## src/rtl/sliced_alu_pkg.sv

```systemverilog
// Shared definitions for sliced_alu: slice width, FSM states and the Op encodings.
// Optional signed-overflow output is enabled by defining SLICED_ALU_OVF_EN.
package sliced_alu_pkg;

  localparam int unsigned SLICE_W = 4;

  typedef enum logic [1:0] {
    ST_IDLE,
    ST_RUN,
    ST_DONE
  } state_t;

  // Logic-mode (M=1) operations; 8-15 pass A
  localparam logic [3:0] LOP_NOTA = 4'd0;
  localparam logic [3:0] LOP_AND  = 4'd1;
  localparam logic [3:0] LOP_OR   = 4'd2;
  localparam logic [3:0] LOP_XOR  = 4'd3;
  localparam logic [3:0] LOP_NAND = 4'd4;
  localparam logic [3:0] LOP_NOR  = 4'd5;
  localparam logic [3:0] LOP_XNOR = 4'd6;
  localparam logic [3:0] LOP_PASB = 4'd7;

  // Arithmetic-mode (M=0) operations; 4-15 pass A with no carry
  localparam logic [3:0] AOP_ADD  = 4'd0;
  localparam logic [3:0] AOP_SUB  = 4'd1;
  localparam logic [3:0] AOP_INC  = 4'd2;
  localparam logic [3:0] AOP_DEC  = 4'd3;

  // Carry fed into the LSB slice: INC adds it as the +1, DEC relies on all-ones B.
  function automatic logic init_carry(input logic m, input logic [3:0] op, input logic cin);
    logic c;
    c = 1'b0;
    if (!m) begin
      case (op)
        AOP_ADD, AOP_SUB: c = cin;
        AOP_INC:          c = 1'b1;
        default:          c = 1'b0;
      endcase
    end
    return c;
  endfunction

endpackage

```

## src/rtl/alu_slice4.sv

```systemverilog
// One 4-bit combinational ALU slice; cin is the true carry into this slice.
module alu_slice4
  import sliced_alu_pkg::*;
(
  input  logic [SLICE_W-1:0] a,
  input  logic [SLICE_W-1:0] b,
  input  logic               cin,
  input  logic               m,
  input  logic [3:0]         op,
  output logic [SLICE_W-1:0] y,
  output logic               cout,
  output logic               cout_into_msb
);

  logic [SLICE_W-1:0] b_eff;
  logic               arith;
  logic [SLICE_W:0]   sum;
  logic [SLICE_W-1:0] low;

  always_comb begin
    b_eff = '0;
    arith = 1'b0;
    if (!m) begin
      case (op)
        AOP_ADD: begin b_eff = b;  arith = 1'b1; end
        AOP_SUB: begin b_eff = ~b; arith = 1'b1; end
        AOP_INC: begin b_eff = '0; arith = 1'b1; end
        AOP_DEC: begin b_eff = '1; arith = 1'b1; end
        default: ;
      endcase
    end

    sum = {1'b0, a} + {1'b0, b_eff} + {{SLICE_W{1'b0}}, cin};
    low = {1'b0, a[SLICE_W-2:0]} + {1'b0, b_eff[SLICE_W-2:0]} + {{(SLICE_W-1){1'b0}}, cin};

    y             = a;
    cout          = 1'b0;
    cout_into_msb = 1'b0;
    if (m) begin
      case (op)
        LOP_NOTA: y = ~a;
        LOP_AND:  y = a & b;
        LOP_OR:   y = a | b;
        LOP_XOR:  y = a ^ b;
        LOP_NAND: y = ~(a & b);
        LOP_NOR:  y = ~(a | b);
        LOP_XNOR: y = ~(a ^ b);
        LOP_PASB: y = b;
        default:  y = a;
      endcase
    end else if (arith) begin
      y             = sum[SLICE_W-1:0];
      cout          = sum[SLICE_W];
      cout_into_msb = low[SLICE_W-1];
    end
  end

endmodule

```

## src/rtl/sliced_alu.sv

```systemverilog
// Multi-cycle ALU processing one 4-bit slice per cycle, LSB first, with valid/ready handshakes.
// Define SLICED_ALU_OVF_EN to add the registered signed-overflow output OVF.
module sliced_alu
  import sliced_alu_pkg::*;
#(
  parameter int unsigned WIDTH = 16
) (
  input  logic             CLK,
  input  logic             RST,
  input  logic             IN_VALID,
  output logic             IN_READY,
  input  logic [WIDTH-1:0] A,
  input  logic [WIDTH-1:0] B,
  input  logic             CIN,
  input  logic             M,
  input  logic [3:0]       Op,
  output logic             OUT_VALID,
  input  logic             OUT_READY,
  output logic [WIDTH-1:0] AluOut,
  output logic             COUT,
  output logic             ZERO,
  output logic             SIGN,
  output logic             EQ,
  output logic             LTU
`ifdef SLICED_ALU_OVF_EN
  ,
  output logic             OVF
`endif
);

  localparam int unsigned N     = WIDTH / SLICE_W;
  localparam int unsigned IDX_W = (N > 1) ? $clog2(N) : 1;

  state_t             state, next_state;
  logic [IDX_W-1:0]   idx;
  logic               carry_q;
  logic [WIDTH-1:0]   a_q, b_q, work_q, next_res;
  logic               m_q;
  logic [3:0]         op_q;
  logic               last;

  logic [SLICE_W-1:0] slice_y;
  logic               slice_cout, slice_c_msb;

  alu_slice4 u_slice (
    .a             (a_q[idx*SLICE_W +: SLICE_W]),
    .b             (b_q[idx*SLICE_W +: SLICE_W]),
    .cin           (carry_q),
    .m             (m_q),
    .op            (op_q),
    .y             (slice_y),
    .cout          (slice_cout),
    .cout_into_msb (slice_c_msb)
  );

`ifndef SLICED_ALU_OVF_EN
  logic unused_c_msb;
  assign unused_c_msb = slice_c_msb;
`endif

  assign last = (idx == IDX_W'(N - 1));

  always_comb begin
    next_res = work_q;
    next_res[idx*SLICE_W +: SLICE_W] = slice_y;
  end

  always_ff @(posedge CLK) begin
    if (RST) state <= ST_IDLE;
    else     state <= next_state;
  end

  always_comb begin
    next_state = state;
    IN_READY   = 1'b0;
    OUT_VALID  = 1'b0;
    case (state)
      ST_IDLE: begin
        IN_READY = 1'b1;
        if (IN_VALID) next_state = ST_RUN;
      end
      ST_RUN:  if (last) next_state = ST_DONE;
      ST_DONE: begin
        OUT_VALID = 1'b1;
        if (OUT_READY) next_state = ST_IDLE;
      end
      default: next_state = ST_IDLE;
    endcase
  end

  // Slices accumulate in work_q; visible outputs only load on the final slice,
  // so an aborted operation never exposes a partial result.
  always_ff @(posedge CLK) begin
    if (RST) begin
      idx     <= '0;
      carry_q <= 1'b0;
      a_q     <= '0;
      b_q     <= '0;
      m_q     <= 1'b0;
      op_q    <= '0;
      work_q  <= '0;
      AluOut  <= '0;
      COUT    <= 1'b0;
      ZERO    <= 1'b0;
      SIGN    <= 1'b0;
      EQ      <= 1'b0;
      LTU     <= 1'b0;
`ifdef SLICED_ALU_OVF_EN
      OVF     <= 1'b0;
`endif
    end else begin
      if (state == ST_IDLE && IN_VALID) begin
        a_q     <= A;
        b_q     <= B;
        m_q     <= M;
        op_q    <= Op;
        idx     <= '0;
        carry_q <= init_carry(M, Op, CIN);
        work_q  <= '0;
      end else if (state == ST_RUN) begin
        work_q  <= next_res;
        carry_q <= slice_cout;
        idx     <= last ? '0 : idx + 1'b1;
        if (last) begin
          AluOut <= next_res;
          COUT   <= slice_cout;
          ZERO   <= (next_res == '0);
          SIGN   <= next_res[WIDTH-1];
          EQ     <= (a_q == b_q);
          LTU    <= (a_q < b_q);
`ifdef SLICED_ALU_OVF_EN
          OVF    <= slice_cout ^ slice_c_msb;
`endif
        end
      end
    end
  end

endmodule

```

## config.mk

```make
export PLATFORM = sky130hd
export DESIGN_NAME = sliced_alu
export DESIGN_NICKNAME = d
export VERILOG_FILES = /design/src/rtl/sliced_alu_pkg.sv /design/src/rtl/alu_slice4.sv /design/src/rtl/sliced_alu.sv
export SDC_FILE = /design/constraint.sdc
export NUM_CORES = 1
export LEC_CHECK = 0
export CAP_MARGIN = 20
export CORE_ASPECT_RATIO = 2
export CORE_UTILIZATION = 60
export DETAILED_ROUTE_END_ITERATION = 8
export GPL_ROUTABILITY_DRIVEN = 0
export PLACE_DENSITY = 0.86
export SLEW_MARGIN = 25
export SYNTH_ARGS = -nofsm -noshare
export SYNTH_HDL_FRONTEND = slang
export SYNTH_SLANG_ARGS = --single-unit
```

## constraint.sdc

```tcl
create_clock -name CLK -period 7 [get_ports CLK]
set_input_delay 1.4 -clock CLK [delete_from_list [all_inputs] [get_ports CLK]]
set_output_delay 1.4 -clock CLK [all_outputs]
set_load 0.01 [all_outputs]
```

After elaboration in Yosys (flattened, before gate mapping) --
Cells that the tools add are included.
Storage, ports and cells: register bits after elaboration 79, input bits 42, output and inout port bits 23, logic and storage cells 80
Operators by class: $add $sub $neg 4, order comparisons 1, eq/ne operators 16, shift operators 4, muxes and demuxes 21, bitwise operators 9, reduce and logical (&&, ||, !) cells 11
Operator list (number):
- 4-bit negator with 34-bit output | 1
- 4-bit by 34-bit variable shift with 16-bit output, first input constant | 1
- 4-bit by 34-bit indexed part select with 16-bit output | 1
- 4-bit case mux with 8 select lines | 1
- 16-bit by 5-bit indexed part select with 4-bit output | 2
- 4-bit NOT | 5
- 16-bit bitwise mux | 1
- 16-bit == test | 1
- 4-bit by 3-bit == test with 1-bit output, second input constant | 4
- 16-bit logical NOT | 1
- 16-bit less-than comparator | 1
- 4-bit by 2-bit == test with 1-bit output, second input constant | 3
- 4-bit two-way mux | 3
- 4-bit case mux with 3 select lines | 1
- 1-bit two-way mux | 9
- 4-bit by 1-bit == test with 1-bit output, second input constant | 2
- 4-bit logical NOT | 2
- 2-bit two-way mux | 4
- 2-bit inequality test, second input constant | 3
- 2-bit case mux with 3 select lines | 1
- 3-bit AND reduction | 2
- 4-bit by 4-bit adder with 5-bit output | 1
- 5-bit by 1-bit adder with 5-bit output | 1
- 4-bit bitwise AND | 1
- 12 further kinds | 14

Longest topological paths before layout --
depth in word-level cells 11, mapped depth 17, mapped depth without buffers 15

Modules after synthesis --
A second synthesis with hierarchy kept.
Second synthesis, totals: cell total of the unflattened synthesis 494, area, all modules 4354.2 sq um
Modules (own cells, without submodules):
- sliced_alu | instances 1, cells each 381, area each 3565.9 sq um, sequential area each 1561.5 sq um
- alu_slice4 | instances 1, cells each 113, area each 788.3 sq um, sequential area each 0.0 sq um

Least setup slack after synthesis --
No wires, ideal clock.
path kind flip-flop to flip-flop, start point register idx[0], end point register ZERO, setup time 84 ps, arrival 3132 ps, required time 6916 ps, slack 3784 ps, cell stages (with the launch flop) 16, buffers on the path 1, period minus slack after synthesis 3216 ps, path through dfxtp_1 -> buf_6 -> mux4_2 -> inv_1 -> nor2_1 -> xnor2_1 -> nor2_1 -> fa_1 -> inv_1 -> fa_1 -> inv_1 -> o41ai_1 -> a21oi_2 -> a22oi_1 -> nand4_1 -> o31ai_2
On the way: word-level cells in the longest chain between the ends 11, elaborated cells between the ends (all ways) 24, those cells by class 3 x add/sub; 1 x eq/ne; 4 x shift; 6 x mux; 8 x bitwise; 2 x reduce/logical
Ends and longest elaborated chain:
- start: declaration | line sliced_alu.sv:35 | logic [IDX_W-1:0] idx;
- start signal: assignment | line sliced_alu.sv:123 | idx <= last ? '0 : idx + 1'b1;
- 16-bit by 5-bit indexed part select with 4-bit output | line sliced_alu.sv:47 | .b (b_q[idx*SLICE_W +: SLICE_W]),
- 4-bit NOT | line alu_slice4.sv:26 | AOP_SUB: begin b_eff = ~b; arith = 1'b1; end
- 4-bit case mux with 3 select lines | line alu_slice4.sv:24 | case (op)
- 4-bit two-way mux | line alu_slice4.sv:23 | if (!m) begin
- 4-bit by 4-bit adder with 5-bit output | line alu_slice4.sv:33 | sum = {1'b0, a} + {1'b0, b_eff} + {{SLICE_W{1'b0}}, cin};
- 5-bit by 1-bit adder with 5-bit output | line alu_slice4.sv:33
- 4-bit two-way mux | line alu_slice4.sv:51 | end else if (arith) begin
- 4-bit two-way mux | line alu_slice4.sv:39 | if (m) begin
- 4-bit by 34-bit indexed part select with 16-bit output | line sliced_alu.sv:65 | next_res[idx*SLICE_W +: SLICE_W] = slice_y;
- 16-bit bitwise mux | line sliced_alu.sv:65
- 16-bit logical NOT | line sliced_alu.sv:127 | ZERO <= (next_res == '0);
- end signal: assignment | line sliced_alu.sv:127
- end: declaration | line sliced_alu.sv:21 | output logic ZERO,
Parallel ways exist; a longest one is shown, timed or not. A chain may end at the register's enable or synchronous reset.

Worst setup path in the final report --
Ends and elaborated chain as after synthesis.

==> key figures <==
Run status
  – Status: finished, final reports clean

Global routing
  – GR Util All Layers: 0.339
  – Overflow after GRT: 0
  – Initial antenna violation count: 0
  – Largest net degree at the start of global routing: 63
  – First-pass GRT wire length: 20.9 mm
  – Number of global-route vias before repair: 4,442

Clock tree
  – Latest clock arrival within the worst-skew pair: 350 ps
  – Longest Clk Path Bufs: 2
  – Number of cells upsized or downsized after cts: 0
  – Clock transition at the registers of the reported paths: 60 ps
  – TritonCTS clock tree: built
  – H-tree depth: 3
  – CTS root buffer: clkbuf_16
  – CTS Buf Count: 9
  – Post-CTS Setup Bufs: 0
  – Hold_buf cts: 0
  – Sink Count: 78

Layout
  – Post-Layout Cell Count: 716
  – # diodes: 0
  – Layout cells sized above 1: 0.0691
  – Area Growth Syn to Fin: 19.9%
  – Layout Nets: 694
  – FF+latch area: 1560 µm²
  – Area of the multi-input gates: 2780 µm²
  – Fill count: 599

Yosys
  – Yosys top cell area share: 0.336
  – Syn_nets: 655
  – Synth Warn #: 0
  – Area of the mapped netlist: 4650 µm²
  – Synthesized netlist cell count: 578
  – FFs w/ async S/R, synth: 0
  – #FFs+latches synth: 78
  – Top cells by area, synth: dfxtp_1 (34%), ha_1 (8.9%), nand2_1 (7.8%), a21oi_1 (6.8%), nor2_1 (3.8%)
  – Cell variety after synth: 55
  – Main synth FF type: dfxtp_1
  – Seq/Total Area, Yosys: 0.336
  – Number of flops mapped to enable cells by yosys: 0
  – Synthesized area per cell: 8.04 µm²
  – Synth area leader: dfxtp_1

Detailed routing
  – Detailed Route Iter0 Violations: 272
  – Vias per cell: 6.22
  – Final wirelength: 12.9 mm
  – WL per Instance: 18.0 µm
  – Drt first pass iters: 5
  – Post-route ant nets: 0
  – Vias: 4,456
  – Post-route DRC violation count: 0

Floorplan
  – Initial Utilization: 0.616
  – Die Y: 126 µm
  – Die area: 8120 µm²
  – IO Pins: 65
  – Rows: 45
  – Core area: 7540 µm²
  – DIE WIDTH: 64.2 µm

Setup path
  – CP arrival: 4360 ps
  – Flop2flop setup slack: 2910 ps
  – Required time of the critical path: 7270 ps
  – Crit path kind: reg2reg
  – Max Fanout on Critical Path: 23
  – CP Launch Type: flop
  – Worst setup EP type: flop

Timing
  – Peak Freq: 245 MHz
  – Final setup fails: 0
  – Clock skew: 7.83 ps
  – Slew Limit Fails: 0
  – Slew headroom: 0.313
  – Setup TNS: 0 ps
  – Tcrit/Tclk final: 0.584
  – RSZ-0062 raised after global routing: no
  – Final hold viol count: 0
  – Slew at the pin closest to its max-slew limit: 1030 ps
  – Post-layout minimum cycle time: 4090 ps

Power
  – Peak supply drop: 198 µV
  – Cell area power density: 219 nW/µm²
  – Combinational group share of total power: 0.194
  – Switching part of the total: 0.294
  – Share of power burned in the clock network: 0.403
  – Seq pwr share: 0.403
  – Pleak: 2.08 nW
  – Pint: 862 µW
  – Switching power of the nets: 359 µW

Placed design
  – DP Wirelength: 9.41 mm
  – Port-buffer cells: 64
  – DP Cell Count: 700

Hold path
  – Min-delay worst type: reg2reg

Flow run
  – Max_cap viols: 0
-- final cells by class --
type | instances | area share
multi-input cells | 424 | 0.498
flip-flops and latches | 78 | 0.280
repair buffers | 68 | 0.119
clock buffers | 11 | 0.0454
inverters | 36 | 0.0242
well taps | 94 | 0.0211
clock inverters | 5 | 0.0115
-- routing by layer --
metal  track usage  part of all wire  vias up
met2         0.607              0.53      208
met4         0.308             0.092        0
li1              -                 -     2099
met1         0.302              0.32     2057
met3        0.0773             0.049       92
met5             0                 0        -
-- through the flow --
stage	utilization	setup WS, ps	total power, mW	instance area [µm²]	hold WS [ps]
after floorplan	-	3780	0.654	4650	446
after global placement	0.696	3190	0.716	5250	461
after detailed placement	0.696	3020	0.728	5250	466
after CTS	0.738	2990	1.21	5570	473
after global routing	0.739	2630	1.26	5570	495
final	0.739	2910	1.22	5570	466
-- registers in the layout (all words and copies together) (netlist names) --
signal   cells
idx          2
COUT         1
EQ           1
m_q          1
carry_q      1
op_q         4
state        2
LTU          1
a_q         16
AluOut      16
b_q         16
work_q      16
ZERO         1
-- path summary, 6_finish.rpt --
kind                            startpoint    to  cells past startpoint
worst max register to register      idx[0]  ZERO                     14
worst min register to register        COUT  COUT                      2
worst max-delay path                idx[0]  ZERO                     14
worst min-delay path                  COUT  COUT                      2
-- power groups by stage --
| stage | Clock, mW | Sequential, mW | Combinational [mW] |
|---|---|---|---|
| 2_1_floorplan | 0 | 0.483 | 0.171 |
| 3_3_place_gp | 0 | 0.499 | 0.217 |
| 3_5_place_dp | 0 | 0.500 | 0.228 |
| 4_1_cts | 0.491 | 0.490 | 0.232 |
| 5_1_grt | 0.511 | 0.494 | 0.258 |
| 6_report | 0.492 | 0.492 | 0.236 |
-- cells in the final DEF (no fill, tap or decap), drive strengths merged, types with 2 or more instances in the layout --
master and n:
xnor2 4, inv 38, o221ai 4, nand2 96
a211oi 22, buf 5, and2 2, nor3 10
mux4 5, a22oi 7, o21ai 13, nand2b 15
o22ai 5, nand4 4, a31oi 3, a221oi 2
or3 4, a21o 6, mux2i 12, nor2 47
nand3 5, dfxtp 78, ha 33, a32oi 10
a21oi 66, nor2b 18, clkbuf 11, clkdlybuf4s50 63
nor4 4, mux2 5, fa 2, o21a 3
a311oi 2
-- Yosys cell counts (4+ instances only) --
master,n
nor2_1,47
dfxtp_1,78
inv_1,36
a22oi_1,7
nand4_1,4
mux2i_1,12
o21ai_0,13
nor2b_1,18
a21oi_1,63
o22ai_1,4
a32oi_1,10
a21o_1,6
a211oi_1,21
nand2_1,96
xnor2_1,4
ha_1,33
mux4_2,5
nor3_1,10
nand3_1,5
buf_1,4
nand2b_1,15
clkbuf_1,26
mux2_2,5
or3_1,4
buf_2,6
-- critical path: stages, from the launching register on --
cell,delay (ps)
dfxtp_1,940
mux4_2,650
inv_1,110
nor2_1,50
xnor2_1,170
nor2_1,170
fa_1,220
inv_1,60
fa_1,480
inv_1,40
o41ai_1,320
a21oi_2,160
a22oi_1,280
nand4_1,150
o31ai_2,190
-- cell families after synthesis --
kind of cell             count (synthesis)  share of synthesized area
buffers and inverters                   76                     0.0687
AND/OR/NAND/NOR                        212                      0.209
multiplexers                            22                     0.0622
XOR/XNOR                                 5                    0.00942
AO/OA/AOI/OAI                          150                      0.217
adder cells (fa/ha/maj)                 35                     0.0975
flip-flops                              78                      0.336
Power figures use the tool's default switching activity.
==> RTL edit 1: new RTL, same flow settings <==
The option `SLICED_ALU_OVF_EN` is turned on by a define.
--- a/src/rtl/sliced_alu.sv
+++ b/src/rtl/sliced_alu.sv
@@ -1,5 +1,7 @@
 // Multi-cycle ALU processing one 4-bit slice per cycle, LSB first, with valid/ready handshakes.
 // Define SLICED_ALU_OVF_EN to add the registered signed-overflow output OVF.
+`define SLICED_ALU_OVF_EN
+
 module sliced_alu
   import sliced_alu_pkg::*;
 #(
Behaviour (old outputs only; new: OVF): unchanged (equiv_simple and equiv_induct, registers matched by name and starting in step).
==> RTL edit 1 against the original RTL <==
Total power down 3.0%; clock skew about the same; area after synthesis is 1.8% lower; sequential power is 1% higher; cell area is 1.2% lower; worst setup slack improved by 0.27 ns; count of clock-buffer cells in the layout decreased by 2; synthesized cell count fell by 1.6%; sequential cell count rose by 1; routed wire length decreased by 4.0%; hold slack got worse by 0.0060 ns.
==> RTL edit 1: results (changes against the original RTL) <==
[final_layout]
final_layout_size_suffix_gt1_share_pct = 6.494  ; was 6.913%
num-nonclk-inverters = 37  ; was 36
multi_input_area_um2 = 2716  ; was 2776 um^2
nets = 689  ; was 694
clkCellAreaFrac_pct = 5.203  ; was 5.680%
clkbuf_count = 9  ; was 11
fillers = 540  ; was 599

[synthesis]
ys_types = 60  ; was 55
synth-xor-area-share_pct = 0.5755  ; was 0.9424%
synth_cells = 569  ; was 578
synthAdderAreaFrac_pct = 9.921  ; was 9.747%
syn_nets = 646  ; was 655
yosysSeqAreaShare_pct = 34.64  ; was 33.60%
synth_area_leaders = dfxtp_1 35%, ha_1 9.0%, nand2_1 7.6%  ; was dfxtp_1 34%, ha_1 8.9%, nand2_1 7.8%

[detailed_routing]
vias_per_cell = 6.209  ; was 6.223
wl_met2_mm = 6.813  ; was 6.899 mm
drt-total-wl_mm = 12.39  ; was 12.91 mm
drt_iter0_markers = 536  ; was 272
met1Wirelength_mm = 4.352  ; was 4.177 mm

[setup_path]
worstPathArrival_ns = 4.05  ; was 4.36 ns

[power_and_ir_drop]
p_clk_share_pct = 38.3  ; was 40.3%
pg_clk_uw = 453  ; was 492 uW
irDropWorstVdd_uv = 162.1  ; was 197.8 uV
leakage_nw = 2.058  ; was 2.077 nW
p_switching_uw = 340.0  ; was 358.6 uW
power_frac_seq_pct = 42.0  ; was 40.3%

[global_routing]
use_met3_pct = 5.474  ; was 7.734%
grt_pass1_wl_mm = 20.49  ; was 20.87 mm
grtUsageMet1_pct = 32.72  ; was 30.24%

[sta]
clock_skew_ns = 0.008284  ; was 0.007834 ns

[clock_tree]
cts_sinks = 79  ; was 78

[placement]
place_ws_ns = 3.274  ; was 3.018 ns
placed_area_um2 = 5201  ; was 5249 um^2
place_hpwl_mm = 8.982  ; was 9.414 mm

[status]
status = completed  ; unchanged

[die]
dieWidth_um = 63.68  ; was 64.23 um

## RTL edit 1: cell types whose count changed in the layout (fill, tap and decap cells not counted), moves of 3 or more
cell and delta:
a211oi_1 +8, a32oi_1 -7, nand2b_1 -7, nor2b_1 +5, a21oi_1 +4, nand2_1 -4, a21o_1 -3, a21oi_2 -3
clkinv_2 +3, nand4_1 +3, o221ai_1 -3, o31ai_1 +3, or3_1 -3
## RTL edit 1: worst max-delay path: stages (launching register included)
cell,delay [ns]
dfxtp_1,0.78
mux2_2,0.42
o21ai_0,0.33
inv_1,0.12
nand3_1,0.10
a21oi_1,0.09
fa_1,0.43
inv_1,0.10
fa_1,0.46
a311oi_4,0.42
o32ai_1,0.17
o2111ai_1,0.16
o31ai_1,0.11
## RTL edit 1: worst paths after layout
check | slack [ns] | cells after the start | to
max | 3.18 | 12 | ZERO
max reg2reg | 3.18 | 12 | ZERO
min reg2reg | 0.46 | 2 | COUT
min | 0.46 | 2 | COUT
==> RTL edit 2: new RTL, same flow settings <==
Made on the original files. Encoding of `state_t`: now one-hot (3 bits for 3 states).
--- a/src/rtl/sliced_alu_pkg.sv
+++ b/src/rtl/sliced_alu_pkg.sv
@@ -4,10 +4,10 @@
 
   localparam int unsigned SLICE_W = 4;
 
-  typedef enum logic [1:0] {
-    ST_IDLE,
-    ST_RUN,
-    ST_DONE
+  typedef enum logic [2:0] {
+    ST_IDLE = 3'b001,
+    ST_RUN  = 3'b010,
+    ST_DONE = 3'b100
   } state_t;
 
   // Logic-mode (M=1) operations; 8-15 pass A
Formal check against the unedited RTL: no difference found for any inputs over 4 cycles, from zero or initial values and one cycle with RST high; so few cycles prove little.
==> RTL edit 2 against the original RTL <==
Sequential cell count up 1; die area decreased by 2.9%; combinational power is 5% lower; fmax decreased by 0.11%; worst setup slack worse by 0.0043 ns; clock skew fell by 0.00083 ns; area after synthesis shrank 3.0%; routed wire length fell by 4.6%; total power down 3.2%; cell area fell by 1.9%; hold slack gained 0.0094 ns; highest routed layer unchanged.
==> RTL edit 2: results (changes against the original RTL) <==
[final_layout]
nets = 681  ; was 694
final_layout_size_suffix_gt1_share_pct = 6.579  ; was 6.913%
num_antenna_cells = 0  ; unchanged

[setup_path]
path_max_fanout = 16  ; was 23
r2r-end = AluOut[9]  ; was ZERO
worstPathArrival_ns = 4.33  ; was 4.36 ns
crit_start = idx[0]  ; unchanged
reg2reg_depth = 12  ; was 14
rrSetupSlack_ns = 2.91  ; about the same

[synthesis]
muxShareOfSynthArea_pct = 4.967  ; was 6.220%
ys_types = 63  ; was 55
synth_compound_area_share_pct = 21.89  ; was 21.70%
synth_area_leaders = dfxtp_1 35%, ha_1 9.2%, nand2_1 8.0%  ; was dfxtp_1 34%, ha_1 8.9%, nand2_1 7.8%
yosysSeqAreaShare_pct = 35.07  ; was 33.60%
synth-xor-area-share_pct = 0.5827  ; was 0.9424%
synthAdderAreaFrac_pct = 10.04  ; was 9.747%
syn_nets = 634  ; was 655
synth_common_cells = 96 x nand2_1, 79 x dfxtp_1, 62 x a21oi_1  ; was 96 x nand2_1, 78 x dfxtp_1, 63 x a21oi_1

[worst_hold_path]
min_from = work_q[14]  ; was COUT
hold_end = work_q[14]  ; was COUT

[power_and_ir_drop]
irDropWorstVdd_uv = 202.5  ; was 197.8 uV
leakage_nw = 2.031  ; was 2.077 nW

[detailed_routing]
drt_iter0_markers = 368  ; was 272
vias_per_cell = 6.279  ; was 6.223
drt-total-wl_mm = 12.31  ; was 12.91 mm

[global_routing]
grt_start_max_net_pins = 64  ; was 63
grt_pass1_vias = 4469  ; was 4442
grt_pass1_wl_mm = 20.50  ; was 20.87 mm
globalRouteTotalUtil_pct = 33.44  ; was 33.86%

[status]
status = completed  ; unchanged

[sta]
slew_headroom_pct = 42.03  ; was 31.34%
clock_skew_ns = 0.007004  ; was 0.007834 ns

## RTL edit 2: changes by cell type in the layout (fill, tap and decap cells not counted), moves of 3 or more
cell      change
nor2b_1       -3
or3_1         -3
mux2i_1      -11
a32oi_1       -8
nor3_1        +5
mux2_2        -5
o21a_1        +3
mux4_1        +5
nand3_1       +3
a211oi_1     +10
a21oi_2       -3
nand2b_1     -10
## RTL edit 2: how the worst max path moves through the flow
| stage | endpoint | slack, ns | cells after the start |
|---|---|---|---|
| 2_1_floorplan | AluOut[15] | 3.65 | 14 |
| 3_3_place_gp | work_q[13] | 3.21 | 12 |
| 3_5_place_dp | AluOut[1] | 3.07 | 12 |
| 4_1_cts | AluOut[9] | 2.98 | 12 |
| 5_1_grt | work_q[9] | 2.73 | 13 |
| 6_report | AluOut[9] | 2.91 | 12 |
## RTL edit 2: layout make-up
class	count	area, um^2
multi-input cells	409	2669
repair buffers	68	665.6
flip-flops and latches	79	1582
well taps	92	115.1
inverters	37	138.9
fillers	550	1798
clock buffers	11	242.7
clock inverters	4	56.30
## RTL edit 2: critical path, stage by stage (launching register included)
cell      delay [ns]
dfxtp_1         0.83
mux4_1          0.73
nand3_1         0.12
a21oi_1         0.09
fa_1            0.41
inv_1           0.09
fa_1            0.39
and3_1          0.18
a21oi_1         0.11
o22ai_1         0.09
nor2_1          0.41
a21oi_1         0.20
a211oi_1        0.32
## RTL edit 2: kinds of logic (layout without fill, tap and decap cells)
family                     count (synthesis)  count (layout)
AOI/OAI and AO/OA                        150             150
xor gates and xnor gates                   3               3
adders and majority gates                 35              35
buffers and inverters                     69             120
DFF                                       79              79
muxes                                     10              10
and+or+nand+nor                          211             211
## RTL edit 2: layer usage
layer	track usage, %	share of wire (%)	routed length, um
met3	5.861	4.1	510
met1	31.70	33	4124
met4	27.41	7.5	920
met5	0	0	0
met2	60.28	55	6756
## RTL edit 2: report_power, final
part           internal, mW  leakage, nW  switching [mW]
combinational        0.0982         1.24           0.125
clock                 0.286        0.146           0.181
sequential            0.467        0.643          0.0240
## RTL edit 2: stage by stage
| step | area, um^2 | worst slack [ns] | hold WS [ns] | instances | power, mW |
|---|---|---|---|---|---|
| 2_1_floorplan | 4509 | 3.647 | 0.4431 | 557 | 0.6456 |
| 3_3_place_gp | 5156 | 3.207 | 0.4590 | 685 | 0.7071 |
| 3_5_place_dp | 5170 | 3.065 | 0.4656 | 685 | 0.7163 |
| 4_1_cts | 5469 | 2.980 | 0.4738 | 700 | 1.179 |
| 5_1_grt | 5469 | 2.733 | 0.4943 | 700 | 1.231 |
| 6_report | 5469 | 2.907 | 0.4753 | 700 | 1.181 |
